**src/rtl/lsu_pkg.sv**
```systemverilog
// Shared definitions for the load/store memory port: funct3 codes, FSM states,
// the registered command record and access-size helpers.
package lsu_pkg;

  localparam int LSU_ADDR_W = 32;
  localparam int LSU_DATA_W = 32;

  localparam logic [2:0] F3_B  = 3'b000;
  localparam logic [2:0] F3_H  = 3'b001;
  localparam logic [2:0] F3_W  = 3'b010;
  localparam logic [2:0] F3_BU = 3'b100;
  localparam logic [2:0] F3_HU = 3'b101;

  typedef enum logic [1:0] {
    IDLE = 2'd0,
    ACC0 = 2'd1,
    ACC1 = 2'd2,
    RESP = 2'd3
  } lsu_state_e;

  typedef struct packed {
    logic [2:0]            funct3;
    logic                  write;
    logic [LSU_ADDR_W-1:0] addr;
    logic [LSU_DATA_W-1:0] wdata;
  } lsu_cmd_t;

  // Byte mask of the access before lane shifting; the unsigned forms share the signed sizes.
  function automatic logic [3:0] size_mask(input logic [2:0] f3);
    case (f3[1:0])
      2'b00:   return 4'b0001;
      2'b01:   return 4'b0011;
      default: return 4'b1111;
    endcase
  endfunction

  function automatic logic [2:0] size_bytes(input logic [2:0] f3);
    case (f3[1:0])
      2'b00:   return 3'd1;
      2'b01:   return 3'd2;
      default: return 3'd4;
    endcase
  endfunction

  function automatic logic mode_legal(input logic [3:0] mode);
    if (mode[0]) return mode[3:1] inside {F3_B, F3_H, F3_W};
    return mode[3:1] inside {F3_B, F3_H, F3_W, F3_BU, F3_HU};
  endfunction

  function automatic logic access_split(input logic [2:0] f3, input logic [1:0] off);
    return ({1'b0, off} + size_bytes(f3)) > 3'd4;
  endfunction

endpackage

```
**src/rtl/lsu_lane_align.sv**
```systemverilog
// Combinational lane steering: byte enables and write data for both beats,
// and the shifted, sign/zero-extended load result from the 64-bit assembly word.
module lsu_lane_align
  import lsu_pkg::*;
(
  input  logic [1:0]  off_i,
  input  logic [2:0]  funct3_i,
  input  logic [31:0] wdata_i,
  input  logic [63:0] asm_i,
  output logic [31:0] rdata_o,
  output logic [7:0]  be_o,
  output logic [63:0] wdat_o
);

  logic [31:0] sh_rd;

  always_comb begin
    be_o   = {4'h0, size_mask(funct3_i)} << off_i;
    wdat_o = {32'h0, wdata_i} << {off_i, 3'b000};
    sh_rd  = 32'(asm_i >> {off_i, 3'b000});
    rdata_o = sh_rd;
    case (funct3_i)
      F3_B:    rdata_o = {{24{sh_rd[7]}}, sh_rd[7:0]};
      F3_H:    rdata_o = {{16{sh_rd[15]}}, sh_rd[15:0]};
      F3_BU:   rdata_o = {24'h0, sh_rd[7:0]};
      F3_HU:   rdata_o = {16'h0, sh_rd[15:0]};
      default: rdata_o = sh_rd;
    endcase
  end

endmodule

```
**src/rtl/lsu_mem_port.sv**
```systemverilog
// Load/store executor on a req/ack word bus; LSU_MISALIGN_SPLIT_EN splits word-crossing accesses into two beats.
// Latency accept->rsp: 1 (error), 2 + ack waits (single beat), 4 + ack waits (split); req_ready only while idle.
module lsu_mem_port
  import lsu_pkg::*;
#(
  parameter int ADDR_W = LSU_ADDR_W,
  parameter int DATA_W = LSU_DATA_W
) (
  input  logic              clk,
  input  logic              rst,
  input  logic              req_valid,
  output logic              req_ready,
  input  logic [3:0]        ram_mode,
  input  logic [ADDR_W-1:0] addr,
  input  logic [DATA_W-1:0] wdata,
  output logic              rsp_valid,
  output logic              rsp_err,
  output logic [DATA_W-1:0] rdata,
  output logic              bus_req,
  output logic              bus_we,
  output logic [ADDR_W-1:0] bus_addr,
  output logic [3:0]        bus_be,
  output logic [DATA_W-1:0] bus_wdata,
  input  logic              bus_ack,
  input  logic [DATA_W-1:0] bus_rdata
);

`ifdef LSU_MISALIGN_SPLIT_EN
  localparam logic SPLIT_EN = 1'b1;
`else
  localparam logic SPLIT_EN = 1'b0;
`endif

  lsu_state_e  state_q, state_d;
  lsu_cmd_t    cmd_q, cmd_d;
  logic        err_q, err_d;
  logic [63:0] asm_q, asm_d;

  logic [31:0] align_rdata;
  logic [7:0]  be8;
  logic [63:0] wdat64;

`ifdef LSU_MISALIGN_SPLIT_EN
  // Forces the idle bus cycle between the two beats of a split access.
  logic gap_q, gap_d;
`else
  logic unused_beat1;
  assign unused_beat1 = ^{be8[7:4], wdat64[63:32]};
`endif

  lsu_lane_align u_align (
    .off_i    (cmd_q.addr[1:0]),
    .funct3_i (cmd_q.funct3),
    .wdata_i  (cmd_q.wdata),
    .asm_i    (asm_q),
    .rdata_o  (align_rdata),
    .be_o     (be8),
    .wdat_o   (wdat64)
  );

  always_comb begin
    state_d   = state_q;
    cmd_d     = cmd_q;
    err_d     = err_q;
    asm_d     = asm_q;
`ifdef LSU_MISALIGN_SPLIT_EN
    gap_d     = 1'b0;
`endif
    req_ready = 1'b0;
    rsp_valid = 1'b0;
    rsp_err   = 1'b0;
    rdata     = '0;
    bus_req   = 1'b0;
    bus_we    = 1'b0;
    bus_addr  = '0;
    bus_be    = 4'h0;
    bus_wdata = '0;

    unique case (state_q)
      IDLE: begin
        req_ready = 1'b1;
        if (req_valid) begin
          cmd_d.funct3 = ram_mode[3:1];
          cmd_d.write  = ram_mode[0];
          cmd_d.addr   = addr;
          cmd_d.wdata  = wdata;
          err_d        = !mode_legal(ram_mode) ||
                         (!SPLIT_EN && access_split(ram_mode[3:1], addr[1:0]));
          asm_d        = '0;
          state_d      = err_d ? RESP : ACC0;
        end
      end

      ACC0: begin
        bus_req   = 1'b1;
        bus_we    = cmd_q.write;
        bus_addr  = {cmd_q.addr[ADDR_W-1:2], 2'b00};
        bus_be    = be8[3:0];
        bus_wdata = wdat64[31:0];
        if (bus_ack) begin
          asm_d   = {32'h0, bus_rdata};
          state_d = RESP;
`ifdef LSU_MISALIGN_SPLIT_EN
          if (|be8[7:4]) begin
            state_d = ACC1;
            gap_d   = 1'b1;
          end
`endif
        end
      end

`ifdef LSU_MISALIGN_SPLIT_EN
      ACC1: begin
        bus_req   = !gap_q;
        bus_we    = cmd_q.write;
        bus_addr  = {cmd_q.addr[ADDR_W-1:2] + 30'd1, 2'b00};
        bus_be    = be8[7:4];
        bus_wdata = wdat64[63:32];
        if (bus_ack && !gap_q) begin
          asm_d[63:32] = bus_rdata;
          state_d      = RESP;
        end
      end
`endif

      RESP: begin
        rsp_valid = 1'b1;
        rsp_err   = err_q;
        rdata     = (err_q || cmd_q.write) ? '0 : align_rdata;
        state_d   = IDLE;
      end

      default: state_d = IDLE;
    endcase
  end

  always_ff @(posedge clk or posedge rst) begin
    if (rst) begin
      state_q <= IDLE;
      cmd_q   <= '0;
      err_q   <= 1'b0;
      asm_q   <= '0;
`ifdef LSU_MISALIGN_SPLIT_EN
      gap_q   <= 1'b0;
`endif
    end else begin
      state_q <= state_d;
      cmd_q   <= cmd_d;
      err_q   <= err_d;
      asm_q   <= asm_d;
`ifdef LSU_MISALIGN_SPLIT_EN
      gap_q   <= gap_d;
`endif
    end
  end

endmodule

```
**config.mk**
```make
export PLATFORM = sky130hd
export DESIGN_NAME = lsu_mem_port
export DESIGN_NICKNAME = d
export VERILOG_FILES = /design/src/rtl/lsu_pkg.sv /design/src/rtl/lsu_lane_align.sv /design/src/rtl/lsu_mem_port.sv
export SDC_FILE = /design/constraint.sdc
export NUM_CORES = 1
export LEC_CHECK = 0
export CAP_MARGIN = 20
export CORE_ASPECT_RATIO = 0.5
export CORE_MARGIN = 8
export CORE_UTILIZATION = 55
export DETAILED_ROUTE_END_ITERATION = 10
export DONT_BUFFER_PORTS = 1
export PLACE_DENSITY_LB_ADDON = 0.2
export SYNTH_ARGS = -nofsm -noshare
export SYNTH_HDL_FRONTEND = slang
export SYNTH_SLANG_ARGS = --single-unit
```
**constraint.sdc**
```tcl
create_clock -name clk -period 5.77 [get_ports clk]
set_input_delay 0.577 -clock clk [delete_from_list [all_inputs] [get_ports clk]]
set_output_delay 0.577 -clock clk [all_outputs]
set_load 0.05 [all_outputs]
```
* After elaboration in Yosys (flattened, before gate mapping)
Cells that the tools add are included.
** Storage, ports and cells
- Bits in read-only memories :: 0
- Output and inout bits :: 105
- Memories :: 0
- RAM bits :: 0
- Register bits after elaboration :: 135
- Word-level logic and storage cells :: 68
- Bits in latches :: 0
** Cells by class
- Magnitude comparators :: 1
- Mux-type cells :: 29
- Add/sub/neg operators :: 1
- Equal/unequal tests :: 13
- Bitwise operators :: 0
- Reduce and logical (&&, ||, !) cells :: 14
- $mul :: 0
- Shifts and indexed selects :: 3
- Div/mod/pow operators :: 0
** Operators with widths (count)
- 2-to-1 mux 32 bit :: 4
- 2-to-1 mux 64 bit :: 2
- case mux 32 bit (4 select lines) :: 1
- case mux 64 bit (2 select lines) :: 1
- right shift 64 x 5 -> 32 bit :: 1
- left shift 32 x 5 -> 32 bit :: 1
- equality test 3 bit (second input constant) :: 4
- 2-to-1 mux 1 bit :: 12
- case mux 4 bit (2 select lines) :: 1
- equality test 2 x 1 -> 1 bit (second input constant) :: 3
- equality test 3 x 1 -> 1 bit (second input constant) :: 2
- zero test 2 bit :: 3
- zero test 3 bit :: 2
- 2-to-1 mux 2 bit :: 3
- 2-to-1 mux 3 bit :: 2
- case mux 3 bit (2 select lines) :: 1
- nonzero test 5 bit :: 1
- 2-to-1 mux 4 bit :: 1
- != test 2 bit (second input constant) :: 2
- case mux 2 bit (2 select lines) :: 1
- AND reduction 2 bit :: 2
- left shift 4 x 2 -> 4 bit :: 1
- adder 2 x 3 -> 3 bit :: 1
- equality test 3 x 2 -> 1 bit (second input constant) :: 1
- other kinds (7) :: 8

* Logic depth before layout (Yosys ltp)
Gate-level depths: netlist of the first run.
- Depth in word-level cells :: 11
- Depth in mapped cells :: 8
- Mapped depth without buffers :: 8

* By module
A second synthesis of the first run with hierarchy kept.
** Unflattened totals
- Cells, all modules :: 598
- Area total of the unflattened synthesis :: 6628.9 µm²
** Modules (own cells, without submodules)
- lsu_mem_port :: cells an instance 356, instances 1, area an instance 4575.6 µm²
- lsu_lane_align :: cells an instance 242, instances 1, area an instance 2053.2 µm²

* Worst setup path before layout of the first run
No wires, ideal clock.
- Path type :: reg2out
- Start :: register err_q
- End :: output port rdata[16]
- Path buffers :: 1
- Setup slack :: 2890 ps
- Cell stages (with the launch flop) :: 5
- Data required time :: 5193 ps
- Arrival time :: 2303 ps
- Cell sequence :: dfrtp_1 > nand4bb_1 > or3b_2 > clkbuf_1 > o21ai_0
** Between the ends
- Word-level cells in the longest chain between the ends :: 3
** RTL lines
- start: declaration :: line lsu_mem_port.sv:36 : logic err_q, err_d;
- start signal: assignment :: line lsu_mem_port.sv:149 : err_q <= err_d;
- logical OR 1 bit :: line lsu_mem_port.sv:129 : rdata = (err_q || cmd_q.write) ? '0 : align_rdata;
- 2-to-1 mux 32 bit :: line lsu_mem_port.sv:129
- 2-to-1 mux 32 bit :: line lsu_mem_port.sv:79 : unique case (state_q)
- end: declaration :: line lsu_mem_port.sv:18 : output logic [DATA_W-1:0] rdata,
No other way between the ends.

* Worst setup path after layout of the first run
- Start :: register state_q[1]
- End :: output port bus_wdata[1]
** Between the ends
- Word-level cells in the longest chain between the ends :: 2
** RTL lines
- start: declaration :: line lsu_mem_port.sv:34 : lsu_state_e state_q, state_d;
- start signal: assignment :: line lsu_mem_port.sv:147 : state_q <= state_d;
- equality test 2 x 1 -> 1 bit :: line lsu_mem_port.sv:79
- 2-to-1 mux 32 bit :: line lsu_mem_port.sv:79
- end: declaration :: line lsu_mem_port.sv:23 : output logic [DATA_W-1:0] bus_wdata,
No other way between the ends.

==> impl_metrics.env, run 1 <==
export IMPL_status="finished, final reports clean"
export IMPL_p_leak_nw=2.53
export IMPL_worst_slew_pin_slew_ns=1.01
export IMPL_setup_tns_ns=0
export IMPL_grt_start_max_net_pins=73
export IMPL_gp_congestion=0.775
export IMPL_crit_start="state_q[1]"
export IMPL_setup_slack_ns=1.92
export IMPL_cp_endpoint="bus_wdata[1]"
export IMPL_setup_viol=0
export IMPL_finish_instance_area_um2=5840
export IMPL_hold_viol=0
export IMPL_synth_edff_count=0
export IMPL_crit_type="reg2out"
export IMPL_drtAntennaViolNets=0
export IMPL_clk_pin_slew_ns=0.07
export IMPL_grt_pass1_wl_um=22200
export IMPL_die_width_um=156
export IMPL_clock_fmax_mhz=260
export IMPL_cts_tree="built"
export IMPL_cts_setup_buffers=0
export IMPL_cp_end_kind="output port"
export IMPL_avgViaCountPerCell=6.14
export IMPL_hpwlAfterDp_um=10200
export IMPL_final_cell_mix="dfrtp_1, mux2_2, nor2_1"
export IMPL_rsz0062_at_grt="false"
export IMPL_first_pass_iters=4
export IMPL_clock_path_buffers=2
export IMPL_postSynth_asyncResetShare_pct=100
export IMPL_syn_area_per_cell_um2=11.2
export IMPL_drive_above_1_share_pct=25.2
export IMPL_r2r_setup_slack_ns=2.95
export IMPL_cts_sinks=103
export IMPL_root_buffer="clkbuf_16"
export IMPL_ctsHoldBuffers=0
export IMPL_worstRegToRegCells=8
export IMPL_routedWlPerCell_um=24.1
export IMPL_ios=209
export IMPL_relSlewSlack_pct=32.2
export IMPL_drv_cap=0
export IMPL_drc=0
export IMPL_final_setup_skew_ns=0.00920
export IMPL_ctsResizeCount=0
export IMPL_dp_slack_ns=2.29
export IMPL_period_share_pct=66.8
export IMPL_crit_required_ns=5.19
export IMPL_yosysUniqueCellTypes=35
export IMPL_drtIter0Drc=186
export IMPL_yosysSeqAreaShare_pct=47.6
export IMPL_netlist_instances=485
export IMPL_peakVddDrop_uv=383
export IMPL_netlist_area_um2=5420
export IMPL_hp_class="in2async"
export IMPL_die_area_um2=13500
export IMPL_grt_usage_pct=21.0
export IMPL_vias=3701
export IMPL_cp_arrival_ns=3.28
export IMPL_rows=25
export IMPL_synthFlopType="dfrtp_1"
export IMPL_reg2reg_from="state_q[1]"
export IMPL_worstSetupStartpointType="flop"
export IMPL_regArea_um2=2580
export IMPL_synth_seq_cells=103
export IMPL_yosysWarnings=0
export IMPL_insertion_delay_ns=0.34
export IMPL_wl_um=14500
export IMPL_h_tree_depth=3
export IMPL_overflow=0
export IMPL_portBuffers=0
export IMPL_nNetsFinal=569
export IMPL_start_util_pct=57.0
export IMPL_fillers=804
export IMPL_crit_path_max_fanout=34
export IMPL_area_growth_pct=7.83
export IMPL_maxSlewViolCount=0
export IMPL_final_common_cell="dfrtp_1"
export IMPL_p_total_mw=4.31
export IMPL_diodes=0
export IMPL_r2r_end="asm_q[31]"
export IMPL_power_density_nw_per_um2=738
export IMPL_grt_pass1_vias=3757
export IMPL_placed_area_um2=5530
export IMPL_numCtsBuffers=9
export IMPL_antenna_found_initial=1
export IMPL_core_area_um2=9510
export IMPL_die_h_um=86.2
export IMPL_layout_min_cycle_time_ns=3.85
export IMPL_multi_input_area_um2=2700
-- cell usage after synthesis (3+ instances only) --
cell	count	area share [%]
buf_1	4	0.28
o21ai_0	8	0.74
a211oi_1	38	5.3
nand2b_1	6	0.69
buf_2	18	1.7
mux2_2	68	14
nor2b_1	17	2.0
nor2_1	48	3.3
dfrtp_1	103	48
inv_1	5	0.35
nor3_1	3	0.28
clkbuf_1	17	1.2
a21oi_1	10	0.92
a21o_1	10	1.4
a22o_1	32	5.2
mux2i_1	33	6.1
and2_1	42	4.8
-- area by class of cell --
cell class	count	share of cell area, %
sequential	103	44.2
tap	135	2.89
timing repair buffer	9	1.37
clock inverter	6	0.878
clock buffer	10	4.09
multi-input combinational	335	46.2
inverter	5	0.364
-- state kept, by name (all words and copies together), names as in the netlist --
register  count
cmd_q        68
state_q       2
err_q         1
asm_q        32
-- per-stage QoR --
stage                     std cells  hold WS [ns]  utilization, %
after floorplan                 486         0.458               -
after global placement          586         0.480            58.2
after detailed placement        586         0.480            58.2
after CTS                       602         0.125            61.2
after global routing            603         0.153            61.4
final                           603         0.122            61.4
-- how the worst min path moves through the flow --
stage          slack (ns)  depth (start not counted)   endpoint     start
2_1_floorplan        0.46                          1   asm_q[0]  asm_q[0]
3_3_place_gp         0.48                          1   asm_q[6]  asm_q[6]
3_5_place_dp         0.48                          1   asm_q[6]  asm_q[6]
4_1_cts              0.13                          1  cmd_q[62]       rst
5_1_grt              0.15                          1  cmd_q[62]       rst
6_report             0.12                          1  cmd_q[62]       rst
-- worst max-delay path, stage by stage, from the launching register on --
cell and delay (ns):
dfrtp_1 0.41, nand2b_1 0.60, inv_1 0.17, buf_4 0.39
nand2b_1 0.38, nor2_1 0.19, buf_4 0.28, and2_1 0.51
-- metal layers --
metal	part of all wire, %	global-route usage (%)
met1	41	25.5
met5	0.055	0
met3	11	10.5
met4	1.5	4.59
met2	47	33.2
-- power by group --
group | internal, mW | switching [mW] | total (mW)
clock network | 0.311 | 0.276 | 0.586
registers | 1.06 | 0.310 | 1.37
logic | 0.718 | 1.64 | 2.36
-- logic make-up (layout without fill, tap and decap cells) --
kind of cell             after synthesis  in the layout  share of synthesized area (%)
AO/OA/AOI/OAI                        102            102                           14.1
adder cells (fa/ha/maj)                2              2                          0.600
buffers and inverters                 48             30                           4.16
flip-flops                           103            103                           47.6
multiplexers                         103            103                           21.1
other                                  1              2                         0.0692
AND/OR/NAND/NOR                      126            126                           12.4
Power figures use the tool's default switching activity.
==> inputs of run 2 (changes only) <==
Clock period 5.77 ns to 3.3 ns, I/O delays scaled along.
==> impl_metrics.env, run 2 (synthesis gave the netlist of run 1 again) <==
export IMPL_crit_type="reg2out"
export IMPL_cts_tree="built"
export IMPL_drc=0
export IMPL_cp_arrival_ns=2.54
export IMPL_p_leak_nw=2.94
export IMPL_core_area_um2=9510
export IMPL_clock_path_buffers=2
export IMPL_drv_cap=0
export IMPL_clock_fmax_mhz=349
export IMPL_seqPwrFrac_pct=30.1
export IMPL_insertion_delay_ns=0.35
export IMPL_crit_required_ns=2.97
export IMPL_h_tree_depth=3
export IMPL_vias=3947
export IMPL_drtAntennaViolNets=0
export IMPL_start_util_pct=57.0
export IMPL_die_width_um=156
export IMPL_top_layer="met5"
export IMPL_layout_min_cycle_time_ns=2.87
export IMPL_grt_pass1_vias=4135
export IMPL_grt_usage_pct=22.2
export IMPL_area_growth_pct=20.2
export IMPL_gp_congestion=0.839
export IMPL_fillers=730
export IMPL_largest_reg_flops=68
export IMPL_reg_largest_list="cmd_q x68, asm_q x32, state_q x2"
export IMPL_hp_class="in2reg"
export IMPL_drtIter0Drc=173
export IMPL_route_met2_wl_um=7280
export IMPL_cp_end_kind="output port"
export IMPL_r2r_setup_slack_ns=1.06
export IMPL_overflow=0
export IMPL_wl_um=15000
export IMPL_rsz0062_at_grt="false"
export IMPL_crit_path_max_fanout=30
export IMPL_portBuffers=0
export IMPL_die_area_um2=13500
export IMPL_period_share_pct=86.9
export IMPL_worst_slew_pin_slew_ns=0.671
export IMPL_rows=25
export IMPL_avgViaCountPerCell=5.86
export IMPL_dr_wl_met3_um=1470
export IMPL_setup_viol=0
export IMPL_maxSlewViolCount=0
export IMPL_p_clk_share_pct=13.8
export IMPL_pwr_share_comb_pct=56.1
export IMPL_top_register="cmd_q"
export IMPL_setup_tns_ns=0
export IMPL_grt_pass1_wl_um=23400
export IMPL_clk_pin_slew_ns=0.07
export IMPL_hold_viol=0
export IMPL_relSlewSlack_pct=55.1
export IMPL_root_buffer="clkbuf_16"
export IMPL_cts_sinks=103
export IMPL_routedWlPerCell_um=22.2
export IMPL_die_h_um=86.2
export IMPL_power_switching_mw=3.97
export IMPL_cell_internal_pwr_mw=4.08
export IMPL_final_cell_mix="dfrtp_1, mux2_2, buf_4"
export IMPL_nNetsFinal=639
export IMPL_final_setup_skew_ns=0.0103
export IMPL_ios=209
export IMPL_peakVddDrop_uv=687
export IMPL_drive_above_1_share_pct=34.8
export IMPL_ctsResizeCount=0
export IMPL_hpwlAfterDp_um=11000
export IMPL_status="finished, final reports clean"
export IMPL_grt_start_max_net_pins=84
export IMPL_drt_met1_wl_um=5980
export IMPL_numCtsBuffers=9
export IMPL_antenna_found_initial=2
export IMPL_final_common_cell="dfrtp_1"
export IMPL_p_total_mw=8.05
export IMPL_power_density_nw_per_um2=1240
export IMPL_cts_setup_buffers=0
export IMPL_p_sw_share_pct=49.3
export IMPL_worstSetupStartpointType="flop"
export IMPL_first_pass_iters=4
==> run 2: cell types whose count changed in the layout (fill, tap and decap cells not counted) <==
cell | previous run | this run
clkinv_4 | 3 | 2
inv_6 | 1 | 3
clkinv_2 | 1 | 0
dlygate4sd3_1 | 0 | 1
buf_12 | 1 | 9
buf_16 | 0 | 1
clkbuf_8 | 1 | 0
buf_4 | 8 | 68
diode_2 | 0 | 1
bufinv_16 | 0 | 1
==> run 2: layout make-up <==
type                    instances  area [µm²]  area share [%]
repair buffers                 79         728            11.2
clock inverters                 7        85.1            1.31
diodes                          1        2.50          0.0384
flip-flops and latches        103        2580            39.6
multi-input cells             335        2700            41.5
well taps                     135         169            2.59
clock buffers                   9         225            3.46
inverters                       5        21.3           0.327
==> run 2: worst paths after layout <==
| kind | start | end | cells after the start |
|---|---|---|---|
| worst max-delay path | cmd_q[32] | rdata[24] | 4 |
| max in group asynchronous | rst | cmd_q[40] | 4 |
| min in group asynchronous | rst | cmd_q[54] | 2 |
| worst min register to register | asm_q[1] | asm_q[1] | 1 |
| worst max register to register | state_q[1] | asm_q[24] | 8 |
| worst min-delay path | bus_rdata[27] | asm_q[27] | 1 |
==> run 2: critical path: stages (launching register included) <==
cell	delay, ns
dfrtp_2	0.78
buf_4	0.41
or2_0	0.19
and3_1	0.39
a21o_1	0.42
==> run 2: layer usage <==
layer  GRT usage (%)  vias to the layer above
li1                -                     1822
met2            36.2                      160
met4            5.89                        2
met3            9.58                       17
met5               0                        -
met1            26.7                     1946
==> run 2: what timing repair did <==
item | 4_1_cts | 5_1_grt
hold buffers | 0 | 1
endpoints found under the setup margin | 0 | 0
hold endpoints to repair | 0 | 20
==> run 2: power groups by stage <==
stage	logic, mW	clock network [mW]	registers, mW
2_1_floorplan	3.68	0	2.15
3_5_place_dp	4.53	0	2.44
6_report	4.52	1.11	2.42
5_1_grt	4.80	1.19	2.51
3_3_place_gp	4.46	0	2.41
4_1_cts	4.55	1.13	2.42
==> run 2: metrics by stage <==
stage / hold WS [ns] / utilization (%) / cells / area [µm²] / setup WS [ns]
CTS: 0.109 / 68.1 / 671 / 6470 / 0.442
floorplan: 0.458 / - / 486 / 5420 / 0.266
global route: 0.100 / 68.5 / 674 / 6510 / 0.274
finish: 0.119 / 68.5 / 674 / 6510 / 0.433
detailed placement: 0.473 / 64.8 / 655 / 6160 / 0.826
global placement: 0.470 / 64.8 / 655 / 6160 / 0.860
